**config.mk**
```make
export PLATFORM = sky130hd
export DESIGN_NAME = f3m_sub_serial
export DESIGN_NICKNAME = d
export VERILOG_FILES = /design/src/rtl/f3m_sub_serial_pkg.sv /design/src/rtl/f3m_sub_serial_f3_sub.sv /design/src/rtl/f3m_sub_serial.sv
export SDC_FILE = /design/constraint.sdc
export NUM_CORES = 1
export LEC_CHECK = 0
export ABC_AREA = 1
export CAP_MARGIN = 20
export CORE_AREA = 4 4 224 226
export CTS_CLUSTER_DIAMETER = 30
export DETAILED_ROUTE_END_ITERATION = 16
export DIE_AREA = 0 0 228 230
export GPL_TIMING_DRIVEN = 0
export PLACE_DENSITY = 0.81
export SYNTH_ARGS = -nofsm -noshare
export SYNTH_HDL_FRONTEND = slang
export SYNTH_SLANG_ARGS = --single-unit
```
**constraint.sdc**
```tcl
create_clock -name clk -period 3.04 [get_ports clk]
set_input_delay 0.912 -clock clk [delete_from_list [all_inputs] [get_ports clk]]
set_output_delay 0.912 -clock clk [all_outputs]
set_load 0.02 [all_outputs]
```
**src/rtl/f3m_sub_serial_pkg.sv**
```systemverilog
// Shared definitions for the serial GF(3^M) subtractor: field size macros,
// digit codes and FSM state encoding.
`ifndef M
`define M 97
`endif
`ifndef WIDTH
`define WIDTH (2*`M-1)
`endif

package f3m_sub_serial_pkg;

    // Field extension degree and packed operand width (2 bits per digit)
    localparam int unsigned M_DIGITS = `M;
    localparam int unsigned DATA_W   = `WIDTH + 1;

    // GF(3) digit codes; 2'b11 is not a valid digit
    localparam logic [1:0] F3_ZERO = 2'b00;
    localparam logic [1:0] F3_ONE  = 2'b01;
    localparam logic [1:0] F3_TWO  = 2'b10;

    typedef enum logic [1:0] {
        IDLE = 2'd0,
        RUN  = 2'd1,
        DONE = 2'd2
    } state_t;

endpackage

```
**src/rtl/f3m_sub_serial_f3_sub.sv**
```systemverilog
// Single GF(3) digit subtractor: c = (a - b) mod 3, computed as a + neg(b).
// With F3M_SUB_ADD_MODE_EN defined, add_mode=1 skips the negation (c = a + b).
// Invalid code 2'b11 on either input forces c to zero.
module f3_sub
    import f3m_sub_serial_pkg::*;
(
    input  logic [1:0] a,
    input  logic [1:0] b,
`ifdef F3M_SUB_ADD_MODE_EN
    input  logic       add_mode,
`endif
    output logic [1:0] c
);

    logic [1:0] b_eff;
    logic [2:0] sum;

    // Negate by swapping the code bits, then add and reduce mod 3
    always_comb begin
        b_eff = {b[0], b[1]};
`ifdef F3M_SUB_ADD_MODE_EN
        if (add_mode) begin
            b_eff = b;
        end
`endif
        sum = {1'b0, a} + {1'b0, b_eff};
        if ((a == 2'b11) || (b == 2'b11)) begin
            c = F3_ZERO;
        end else if (sum >= 3'd3) begin
            c = 2'(sum - 3'd3);
        end else begin
            c = sum[1:0];
        end
    end

endmodule

```
**src/rtl/f3m_sub_serial.sv**
```systemverilog
// Sequential GF(3^M) subtractor C = A - B, DPC digits per cycle under a
// start/busy/done handshake. Optional macro F3M_SUB_ADD_MODE_EN adds an
// op input selecting A+B (op=1) instead of A-B.
module f3m_sub_serial
    import f3m_sub_serial_pkg::*;
#(
    parameter int unsigned DPC = 8
) (
    input  logic              clk,
    input  logic              reset,
    input  logic              start,
    input  logic [DATA_W-1:0] A,
    input  logic [DATA_W-1:0] B,
`ifdef F3M_SUB_ADD_MODE_EN
    input  logic              op,
`endif
    output logic [DATA_W-1:0] C,
    output logic              busy,
    output logic              done
);

    localparam int unsigned CHUNK_W    = 2 * DPC;
    localparam int unsigned NCYC       = (M_DIGITS + DPC - 1) / DPC;
    localparam int unsigned PAD_W      = NCYC * CHUNK_W;
    localparam int unsigned CNT_W      = (NCYC > 1) ? $clog2(NCYC) : 1;
    localparam int unsigned CHUNK_IX_W = $clog2(CHUNK_W);
    localparam int unsigned DATA_IX_W  = $clog2(DATA_W);
    localparam logic [CNT_W-1:0] CNT_LAST = CNT_W'(NCYC - 1);

    state_t               state;
    state_t               state_nxt;
    logic                 load;
    logic                 step;
    logic [PAD_W-1:0]     a_sr;
    logic [PAD_W-1:0]     b_sr;
    logic [CNT_W-1:0]     cnt;
    logic [CHUNK_W-1:0]   chunk_c;
    logic [DATA_W-1:0]    c_nxt_c;
`ifdef F3M_SUB_ADD_MODE_EN
    logic                 op_r;
`endif

    // State register
    always_ff @(posedge clk) begin
        if (reset) begin
            state <= IDLE;
        end else begin
            state <= state_nxt;
        end
    end

    // Next-state and datapath control
    always_comb begin
        state_nxt = state;
        load      = 1'b0;
        step      = 1'b0;
        case (state)
            IDLE: begin
                if (start) begin
                    state_nxt = RUN;
                    load      = 1'b1;
                end
            end
            RUN: begin
                step = 1'b1;
                if (cnt == CNT_LAST) begin
                    state_nxt = DONE;
                end
            end
            DONE: begin
                if (start) begin
                    state_nxt = RUN;
                    load      = 1'b1;
                end else begin
                    state_nxt = IDLE;
                end
            end
            default: state_nxt = IDLE;
        endcase
    end

    // Registered status flags, decoded from the next state
    always_ff @(posedge clk) begin
        if (reset) begin
            busy <= 1'b0;
            done <= 1'b0;
        end else begin
            busy <= (state_nxt == RUN);
            done <= (state_nxt == DONE);
        end
    end

    // Operand capture (zero-padded to whole chunks), shifting and chunk counter
    always_ff @(posedge clk) begin
        if (reset) begin
            a_sr <= '0;
            b_sr <= '0;
            cnt  <= '0;
`ifdef F3M_SUB_ADD_MODE_EN
            op_r <= 1'b0;
`endif
        end else if (load) begin
            a_sr <= PAD_W'(A);
            b_sr <= PAD_W'(B);
            cnt  <= '0;
`ifdef F3M_SUB_ADD_MODE_EN
            op_r <= op;
`endif
        end else if (step) begin
            a_sr <= a_sr >> CHUNK_W;
            b_sr <= b_sr >> CHUNK_W;
            cnt  <= (cnt == CNT_LAST) ? '0 : cnt + CNT_W'(1);
        end
    end

    // DPC parallel digit subtractors on the low chunk of the shift registers
    for (genvar g = 0; g < int'(DPC); g++) begin : g_digit
        f3_sub u_f3_sub (
            .a        (a_sr[2*g +: 2]),
            .b        (b_sr[2*g +: 2]),
`ifdef F3M_SUB_ADD_MODE_EN
            .add_mode (op_r),
`endif
            .c        (chunk_c[2*g +: 2])
        );
    end

    // Merge current chunk into C; chunk 0 starts from zero, padding digits are dropped
    always_comb begin
        c_nxt_c = (cnt == '0) ? '0 : C;
        for (int unsigned i = 0; i < DATA_W; i++) begin
            if ((i / CHUNK_W) == 32'(cnt)) begin
                c_nxt_c[DATA_IX_W'(i)] = chunk_c[CHUNK_IX_W'(i % CHUNK_W)];
            end
        end
    end

    // Result register, written only while running
    always_ff @(posedge clk) begin
        if (reset) begin
            C <= '0;
        end else if (step) begin
            C <= c_nxt_c;
        end
    end

endmodule

```
== After elaboration in Yosys (flattened, before gate mapping) ==
Cells that the tools add are included.
Storage, ports and cells
  bits of input ports: 391
  register bits after elaboration: 590
Cells by class
  eq/ne operators: 33
  muxes and demuxes: 223
  $add $sub $neg: 17
  reduce and logical (&&, ||, !) cells: 38
  $lt $le $gt $ge: 8
Operators with widths (count)
  2-to-1 mux 194 bit: 5
  2-to-1 mux 1 bit: 198
  equality test 2 bit, second input constant: 18
  2-to-1 mux 2 bit: 18
  AND reduction 2 bit: 13
  nonzero test 2 bit: 13
  adder 2 x 2 -> 3 bit: 8
  >= comparator 3 x 2 -> 1 bit, second input constant: 8
  equality test 4 bit, first input constant: 5
  equality test 3 x 4 -> 1 bit, first input constant: 4
  subtractor 2 bit, second input constant: 8
  equality test 2 x 4 -> 1 bit, first input constant: 2
  logical OR 1 bit: 8
  one-hot mux 2 bit (3 select lines): 1
  adder 4 x 1 -> 4 bit, second input constant: 1
  equality test 1 x 4 -> 1 bit, first input constant: 1
  equality test 2 x 1 -> 1 bit, second input constant: 2
  equality test 4 bit, second input constant: 1
  zero test 4 bit: 1
  2-to-1 mux 4 bit: 1
  OR reduction 2 bit: 2
  zero test 2 bit: 1

== Longest topological paths before layout ==
Gate-level depths: netlist of run 1.
  depth in word-level cells: 5
  mapped depth: 9
  gate-level depth less buffers: 9

== By module ==
A second synthesis of run 1 with hierarchy kept.
Second synthesis, totals
  cells, all modules: 3819
  area, all modules: 25886.1 um2
By module, submodules not included
  f3m_sub_serial: area an instance 24855.1 um2, instances 1, cells each 3635, seq. area each 11811.3 um2
  f3_sub: area an instance 128.9 um2, instances 8, cells each 23, seq. area each 0.0 um2

== Worst setup path after synthesis of run 1 ==
OpenSTA, ideal clock, no wires.
  path kind: flip-flop to flip-flop
  from: register a_sr[0]
  to: register C[33]
  data required time: 2970 ps
  stages on the path, launching flop included: 10
  library setup time: 70 ps
  period minus slack after synthesis: 2056 ps
  setup slack: 984 ps
  arrival: 1985 ps
  buffers on the path: 1
  path through: dfxtp_1 ha_1 fa_1 ha_1 nor2_1 nand2_1 nand2_1 clkbuf_1 nand3_1 a21oi_1
On the way
  longest elaborated chain between the ends: 5
  elaborated cells between the ends (all ways): 8
RTL lines
  start: declaration: RTL line f3m_sub_serial.sv:34  | logic [PAD_W-1:0] a_sr;
  start signal: assignment: RTL line f3m_sub_serial.sv:103  | a_sr <= PAD_W'(A);
  start signal: assignment: RTL line f3m_sub_serial.sv:110  | a_sr <= a_sr >> CHUNK_W;
  adder 2 x 2 -> 3 bit: RTL line f3m_sub_serial_f3_sub.sv:26  | sum = {1'b0, a} + {1'b0, b_eff};
  >= comparator 3 x 2 -> 1 bit or subtractor 2 bit (tied branches): RTL line f3m_sub_serial_f3_sub.sv:29, f3m_sub_serial_f3_sub.sv:30
  2-to-1 mux 2 bit: RTL line f3m_sub_serial_f3_sub.sv:29  | end else if (sum >= 3'd3) begin
  2-to-1 mux 2 bit (*): RTL line f3m_sub_serial_f3_sub.sv:27  | if ((a == 2'b11) || (b == 2'b11)) begin
  2-to-1 mux 1 bit (*): RTL line f3m_sub_serial.sv:132  | if ((i / CHUNK_W) == 32'(cnt)) begin
  end signal: assignment: RTL line f3m_sub_serial.sv:143  | C <= c_nxt_c;
  end: declaration: RTL line f3m_sub_serial.sv:17  | output logic [DATA_W-1:0] C,
Every way passes the cells marked *; elsewhere a longest branch is shown, timed or not.
A chain may end at the register's enable or synchronous reset.

== Final worst setup path of run 1 ==
  from: register a_sr[6]
  to: register C[103]
The elaborated chain is that of the path after synthesis.

==> results of run 1 <==
==> per-layer routing <==
metal | global-route usage [%] | vias to the layer above | wire [um] | share of wire [%]
met5 | 0 | - | 148 | 0.15
met4 | 21.0 | 24 | 6560 | 6.7
met3 | 10.9 | 400 | 11000 | 11
met2 | 58.7 | 1616 | 45500 | 46
met1 | 40.9 | 12494 | 35200 | 36
li1 | - | 12499 | - | -
==> layout make-up <==
class / count / area [sq um]
diodes: 21 / 52.6
plain buffers: 283 / 1370
clock buffers: 155 / 3420
clock inverters: 73 / 987
fillers: 3727 / 13000
inverters: 37 / 139
multi-input cells: 2327 / 11000
flip-flops and latches: 590 / 11800
well taps: 622 / 778
repair buffers: 585 / 5860
==> placed cells by master (no fill, tap or decap), types with 13 or more instances in the layout <==
master and instances:
o21ai_1 99, diode_2 21, buf_6 17, buf_2 106, o21ai_0 225, nor2_1 29, clkbuf_1 155, clkinv_2 24
a21oi_1 549, ha_1 20, clkdlybuf4s50_1 585, nand3_1 185, o22ai_1 130, inv_1 30, bufinv_16 21, clkinvlp_4 13
clkbuf_16 124, dfxtp_1 590, clkbuf_8 20, nand2_1 1004, a31oi_1 49
==> worst max path at each step <==
stage / startpoint / end / slack (ns) / cells after the start
after floorplan: a_sr[0]$_SDFFE_PP0P_ / C[33]$_SDFFE_PP0P_ / 0.98 / 9
after global placement: start / b_sr[85]$_SDFFE_PP0P_ / 0.27 / 7
after detailed placement: start / b_sr[67]$_SDFFE_PP0P_ / 0.24 / 7
after CTS: C[0]$_SDFFE_PP0P_ / C[0] / 0.36 / 1
after global routing: a_sr[0]$_SDFFE_PP0P_ / C[17]$_SDFFE_PP0P_ / 0.18 / 9
final: a_sr[6]$_SDFFE_PP0P_ / C[103]$_SDFFE_PP0P_ / 0.32 / 9
==> per-stage QoR <==
step / power [mW] / cell area (sq um) / setup slack (ns)
3_3_place_gp: 12.0 / 30900 / 0.267
4_1_cts: 26.0 / 35300 / 0.363
3_5_place_dp: 12.0 / 30900 / 0.238
6_report: 26.1 / 35400 / 0.318
2_1_floorplan: 10.5 / 24300 / 0.984
5_1_grt: 26.8 / 35400 / 0.181
==> where the power goes <==
group          internal [mW]  leakage [nW]  switching [mW]
clock                   9.67          2.14            4.38
sequential              8.27          4.84           0.326
combinational           1.28          6.43            2.16
total                   19.2          13.4            6.87
==> synth_stat cells (all sizes together) <==
| master | number | area share (%) |
|---|---|---|
| nand2 | 1010 | 16 |
| dfxtp | 590 | 49 |
| a21oi | 549 | 11 |
| o21ai | 324 | 6.7 |
| nand3 | 185 | 3.8 |
| clkbuf | 144 | 2.2 |
| buf | 139 | 3.4 |
| o22ai | 130 | 3.3 |
| a31oi | 49 | 1.3 |
| nor2 | 44 | 1.1 |
| inv | 37 | 0.57 |
| ha | 20 | 1.0 |
| fa | 8 | 0.66 |
| nand4 | 3 | 0.077 |
| xor2 | 2 | 0.072 |
| and2 | 1 | 0.026 |
| o211ai | 1 | 0.031 |
| or2 | 1 | 0.026 |
==> sequential cells by signal (all words and copies together) (netlist names) <==
signal / flops
b_sr: 194
done: 1
busy: 1
state: 2
cnt: 4
a_sr: 194
C: 194
==> kinds of logic (layout without fill, tap and decap cells) <==
logic type                 count (synthesis)  count (layout)  synth area share [%]
DFF                                      590             590                  48.6
adders and majority gates                 28              28                  1.69
other                                      0              21                     0
xor gates and xnor gates                   2               2                0.0721
and+or+nand+nor                         1244            1244                  20.8
AOI/OAI and AO/OA                       1053            1053                  22.6
buffers and inverters                    320            1133                  6.20
==> worst max-delay path, cell delays in order (launching register included) <==
cell and delay [ns]:
dfxtp_1 0.34, ha_1 0.22, fa_1 0.48, ha_1 0.22, nor2_1 0.21, nand2_1 0.12, nand2_1 0.13, clkbuf_1 0.51
nand3_1 0.25, a21oi_1 0.17
==> impl_results.md, run 1 <==
* Hold Path Stages at 2
* Pin count of the biggest net entering global routing at 16
* Hold slack at between 0.4 and 0.5 ns
* Outcome: finished clean
* Initial DRT Pass Iterations at 6
* Worst reg2reg path startpoint: a_sr[6]$_SDFFE_PP0P_
* Yosys cell types at 27
* CP Capture Type: flop
* # resized after CTS at 0
* Post-Syn Area at between 0.02 and 0.025 sq mm
* Fmax at 367 MHz
* Crit path max fanout at 10
* Vias per cell at ~5.8
* Worst-Margin Slew at between 0.7 and 0.8 ns
* R2R Path End: C[103]$_SDFFE_PP0P_
* CTS buffer count at 120
* Yosys Warn Count at 0
* Gpl congestion at 0.952
* Cell count after placement at 4444
* Layout Utilization at around 73%
* Vias in the first global route at approximately 26k
* WL/cell at approximately 21 um
* CTS tree: yes
* R2R setup slack at about 0.32 ns
* Power Density at roughly 740 mW/mm^2
* Port Buf Inserts at around 590
* Overflow after GRT at 0
* Htree depth at 3
* IO Pins at 587
* Core Footprint at just under 0.05 sq mm
* Hold Vio Cnt, Final at 0
* CTS root buf: clkbuf_16
* Post-route setup TNS at 0 ns
* Hold Path Sink: a_sr[190]$_SDFFE_PP0P_
* Vias at between 20k and 30k
* FF+latch count, synth at 590
* Fin crit period at between 2 and 3 ns
* Antenna-violating nets left at 0
* Peak VDD IR at 0.512 mV
* RSZ-0062 raised after global routing: no
* Row count at 81
* Nets at 4363
* Setup violations, final at 0
* P_leak at 13.4 nW
* Max-slew violation count at 0
* Number of clock sinks at a little under 600
* Startpoint Class: flop
* Post-DP HPWL at between 70000 and 80000 um
* Post-synthesis sequential area ratio at between 40 and 50%
* Clock transition at path regs at roughly 0.05 ns
* Layout area overhead at 45.7%
* Hold WC Path Type: flop to flop
* Clock buffer depth at 3
* Critical path class: flop to flop
* Avg Cell Area, Syn at around 7.5 sq um
* Worst Path Arrival at around 3.3 ns
* Starting Density at between 50% and 60%
* Setup Skew at approximately 0.023 ns
* Max_cap viols at 0
* DIE AREA at around 0.052 sq mm
* Total track usage at 35.6%
* Share of cells above drive strength 1 at about a tenth
* Max-slew headroom at 46.7%
* Hold path startpoint: a_sr[190]$_SDFFE_PP0P_
* Part of the cycle the worst path needs at a little under 90%
* Chip width at between 200 and 250 um
* Die Ht at 230 um
* Iteration-0 DRC Markers at 3047
* Setup Buffers After CTS at 0
* Post-route insts no fill at about 4.7k
* Post-route DRC at 0
* Worst-skew pair later-pin latency at around 0.65 ns
* First-pass GRT wire length at ~150000 um
* Mapped Nets at 3656
* WL final at ~100000 um
* Critical path required time at ~3.6 ns
* Initial antenna violation count at 30
* Hold Buf Count CTS at 0
* Post-Syn Instances at between 3k and 4k
* Worst R2R Path Depth at 9
No activity file was read; power rests on OpenSTA's default activity.
==> run 2, diff against run 1 <==
Settings changed: CORE_AREA 4 4 224 226 to default, CORE_MARGIN from default to 4, CORE_UTILIZATION from default to 45, DIE_AREA 0 0 228 230 to default, PLACE_DENSITY 0.81 to 0.77.
Clock period 3.04 ns to 2.5 ns, I/O delays scaled along.
==> run 2 against run 1 <==
Sequential power is 21% higher. Critical path depth is 8 lower. Combinational power is 22% higher. First-iteration DRC count is 28% lower. Wire length is 0.28% lower.
==> impl_results.md, run 2 (same netlist as run 1, synthesis figures left out) <==
* Critical path's largest stage delay at 0.71 ns (+0.20 ns)
* Setup Skew at 0.0257 ns (+0.00239 ns)
* Power Total at 31.1 mW (+19%)
* Hold slack at 0.460 ns (-0.000570 ns)
* Most common cell after layout, fill and taps aside: nand2_1
* Most frequent cells in the layout: nand2_1, dfxtp_1, clkdlybuf4s50_1
* Worst-Margin Slew at 0.912 ns (+0.113 ns)
* Hold Path Sink: a_sr[185]$_SDFFE_PP0P_
* Clock transition at path regs at 0.05 ns (about the same)
* Setup violations, final at 0 (unchanged)
* CP delay by family, top: buffers and inverters
* Hold WC Path Type: flop to flop
* Die Ht at 240 um (+4.5%)
* CP Capture Type: output port
* First-pass GRT wire length at 145000 um (-2.2%)
* Fmax at 405 MHz
* Initial DRT Pass Iterations at 6 (unchanged)
* Row count at 84 (+3.7%)
* Post-DP HPWL at 73700 um (+2.7%)
* Worst reg2reg path startpoint: a_sr[14]$_SDFFE_PP0P_
* Nets at 4362 (-0.023%)
* Clock buffer depth at 3 (unchanged)
* Layout Utilization at 66.6% (-6.5 points)
* IO Pins at 587 (unchanged)
* Gpl congestion at 0.944 (-0.83%)
* Share of cells above drive strength 1 at 9.87% (+0.49 points)
* CTS buffer count at 119 (-0.83%)
* Max-slew violation count at 0 (unchanged)
* Critical path class: flop to output port
* R2R Path End: C[127]$_SDFFE_PP0P_
* Part of the cycle the worst path needs at a little over nine tenths
* Vias per cell at 5.58 (-3.1%)
* R2R setup slack at 0.11 ns (-0.21 ns)
* Area after DPL at 0.0310 sq mm (+0.27%)
* Crit. path cell count at 1 (-8)
* Worst Path Arrival at 1.72 ns (-1.58 ns)
* Peak VDD IR at 0.561 mV (+9.5%)
* Initial antenna violation count at 35 (+17%)
* Max-slew headroom at 39.2% (-7.5 points)
* Htree depth at 3 (unchanged)
* Slowest-stage cell, CP: clkdlybuf4s50_1
* Number of clock sinks at 590 (unchanged)
* WL/cell at 20.7 um (-1.5%)
* Top Registers: C: 194 flops, a_sr: 194 flops, b_sr: 194 flops
* Critical path, cell by cell: clkdlybuf4s50_1
* Vias at 26.5k (-2.0%)
* P_leak at 13.4 nW (about the same)
* Layout area overhead at 45.3%
* Startpoint Class: flop
* DIE AREA at 0.0578 sq mm (+10%)
* Port Buf Inserts at 585 (unchanged)
* Final instance area at 0.0353 sq mm (-0.22%)
* Iteration-0 DRC Markers at 2206 (-28%)
* Hold Buf Count CTS at 0 (unchanged)
* Vias in the first global route at 25.8k (-2.5%)
* Core Footprint at 0.0530 sq mm (+9.6%)
* Chip width at 240 um (+5.4%)
* Outcome: finished clean
* RSZ-0062 raised after global routing: yes
* # resized after CTS at 13 (+13)
* Overflow after GRT at 0 (unchanged)
* WL final at 98100 um (-0.28%)
* Starting Density at 45.9% (-4.4 points)
* Total track usage at 32.2% (-3.3 points)
* Cell count after placement at 4510 (+1.5%)
* Post-route insts no fill at 4749 (+1.2%)
* CTS root buf: clkbuf_16
* Worst R2R Path Depth at 8 (-1)
* Max_cap viols at 0 (unchanged)
* Setup Buffers After CTS at 0 (unchanged)
* Fin crit period at about 2.5 ns
* CTS tree: yes
* Post-route DRC at 0 (unchanged)
* Antenna-violating nets left at 0 (unchanged)
* Final-layout fill cell count at 4570 (+23%)
* Crit path max fanout at 2 (-8)
* Critical path required time at 1.75 ns (-1.87 ns)
* Hold Path Stages at 2 (unchanged)
* Hold path startpoint: a_sr[185]$_SDFFE_PP0P_
* Worst-skew pair later-pin latency at 0.66 ns (about the same)
* Pin count of the biggest net entering global routing at 16 (unchanged)
* Hold Vio Cnt, Final at 0 (unchanged)
* WP buf/inv at 1 (unchanged)
* Power Density at 880 mW/mm^2 (+19%)
[run 2: routing by layer]
| metal | vias to the layer above | global-route usage, % | share of wire, % |
|---|---|---|---|
| met3 | 338 | 9.80 | 10 |
| met4 | 34 | 16.4 | 5.5 |
| met1 | 12248 | 39.1 | 38 |
| li1 | 12493 | - | - |
| met2 | 1383 | 52.1 | 46 |
| met5 | - | 0 | 0.25 |
[run 2: through the flow]
stage | TNS, ns | setup WS [ns]
global route | -0.0403 | -0.0218
finish | 0 | 0.0289
floorplan | 0 | 0.444
detailed placement | -22.99 | -0.269
CTS | 0 | 0.00129
global placement | -22.23 | -0.244
[run 2: worst min-delay path, delay by kind of cell, from the launching register on]
family / cells / cell delay [ns]
AND/OR/NAND/NOR: 1 / 0.06
AO/OA/AOI/OAI: 1 / 0.05
flip-flops: 1 / 0.30
[run 2: power by group]
| part | total, mW | internal [mW] | switching (mW) |
|---|---|---|---|
| Sequential | 10.4 | 10.1 | 0.382 |
| Combinational | 4.18 | 1.58 | 2.59 |
| Clock | 16.4 | 11.1 | 5.36 |
[run 2: worst max path at each step]
| stage | startpoint | endpoint | slack [ns] |
|---|---|---|---|
| floorplan | a_sr[0]$_SDFFE_PP0P_ | C[33]$_SDFFE_PP0P_ | 0.44 |
| global placement | reset | b_sr[130]$_SDFFE_PP0P_ | -0.24 |
| detailed placement | reset | b_sr[129]$_SDFFE_PP0P_ | -0.27 |
| CTS | a_sr[0]$_SDFFE_PP0P_ | C[16]$_SDFFE_PP0P_ | 0.001 |
| global route | a_sr[0]$_SDFFE_PP0P_ | C[145]$_SDFFE_PP0P_ | -0.02 |
| finish | C[127]$_SDFFE_PP0P_ | C[127] | 0.03 |
[run 2: layout make-up]
class | instances | area, sq um | share of cell area (%)
Timing Repair Buffer | 585 | 5860 | 16.6
Sequential cell | 590 | 11800 | 33.5
Clock inverter | 69 | 932 | 2.64
Inverter | 37 | 139 | 0.393
Buffer | 283 | 1410 | 3.99
Clock buffer | 151 | 3270 | 9.26
Tap cell | 688 | 861 | 2.44
Antenna cell | 19 | 47.5 | 0.135
Multi-Input combinational cell | 2327 | 11000 | 31.1
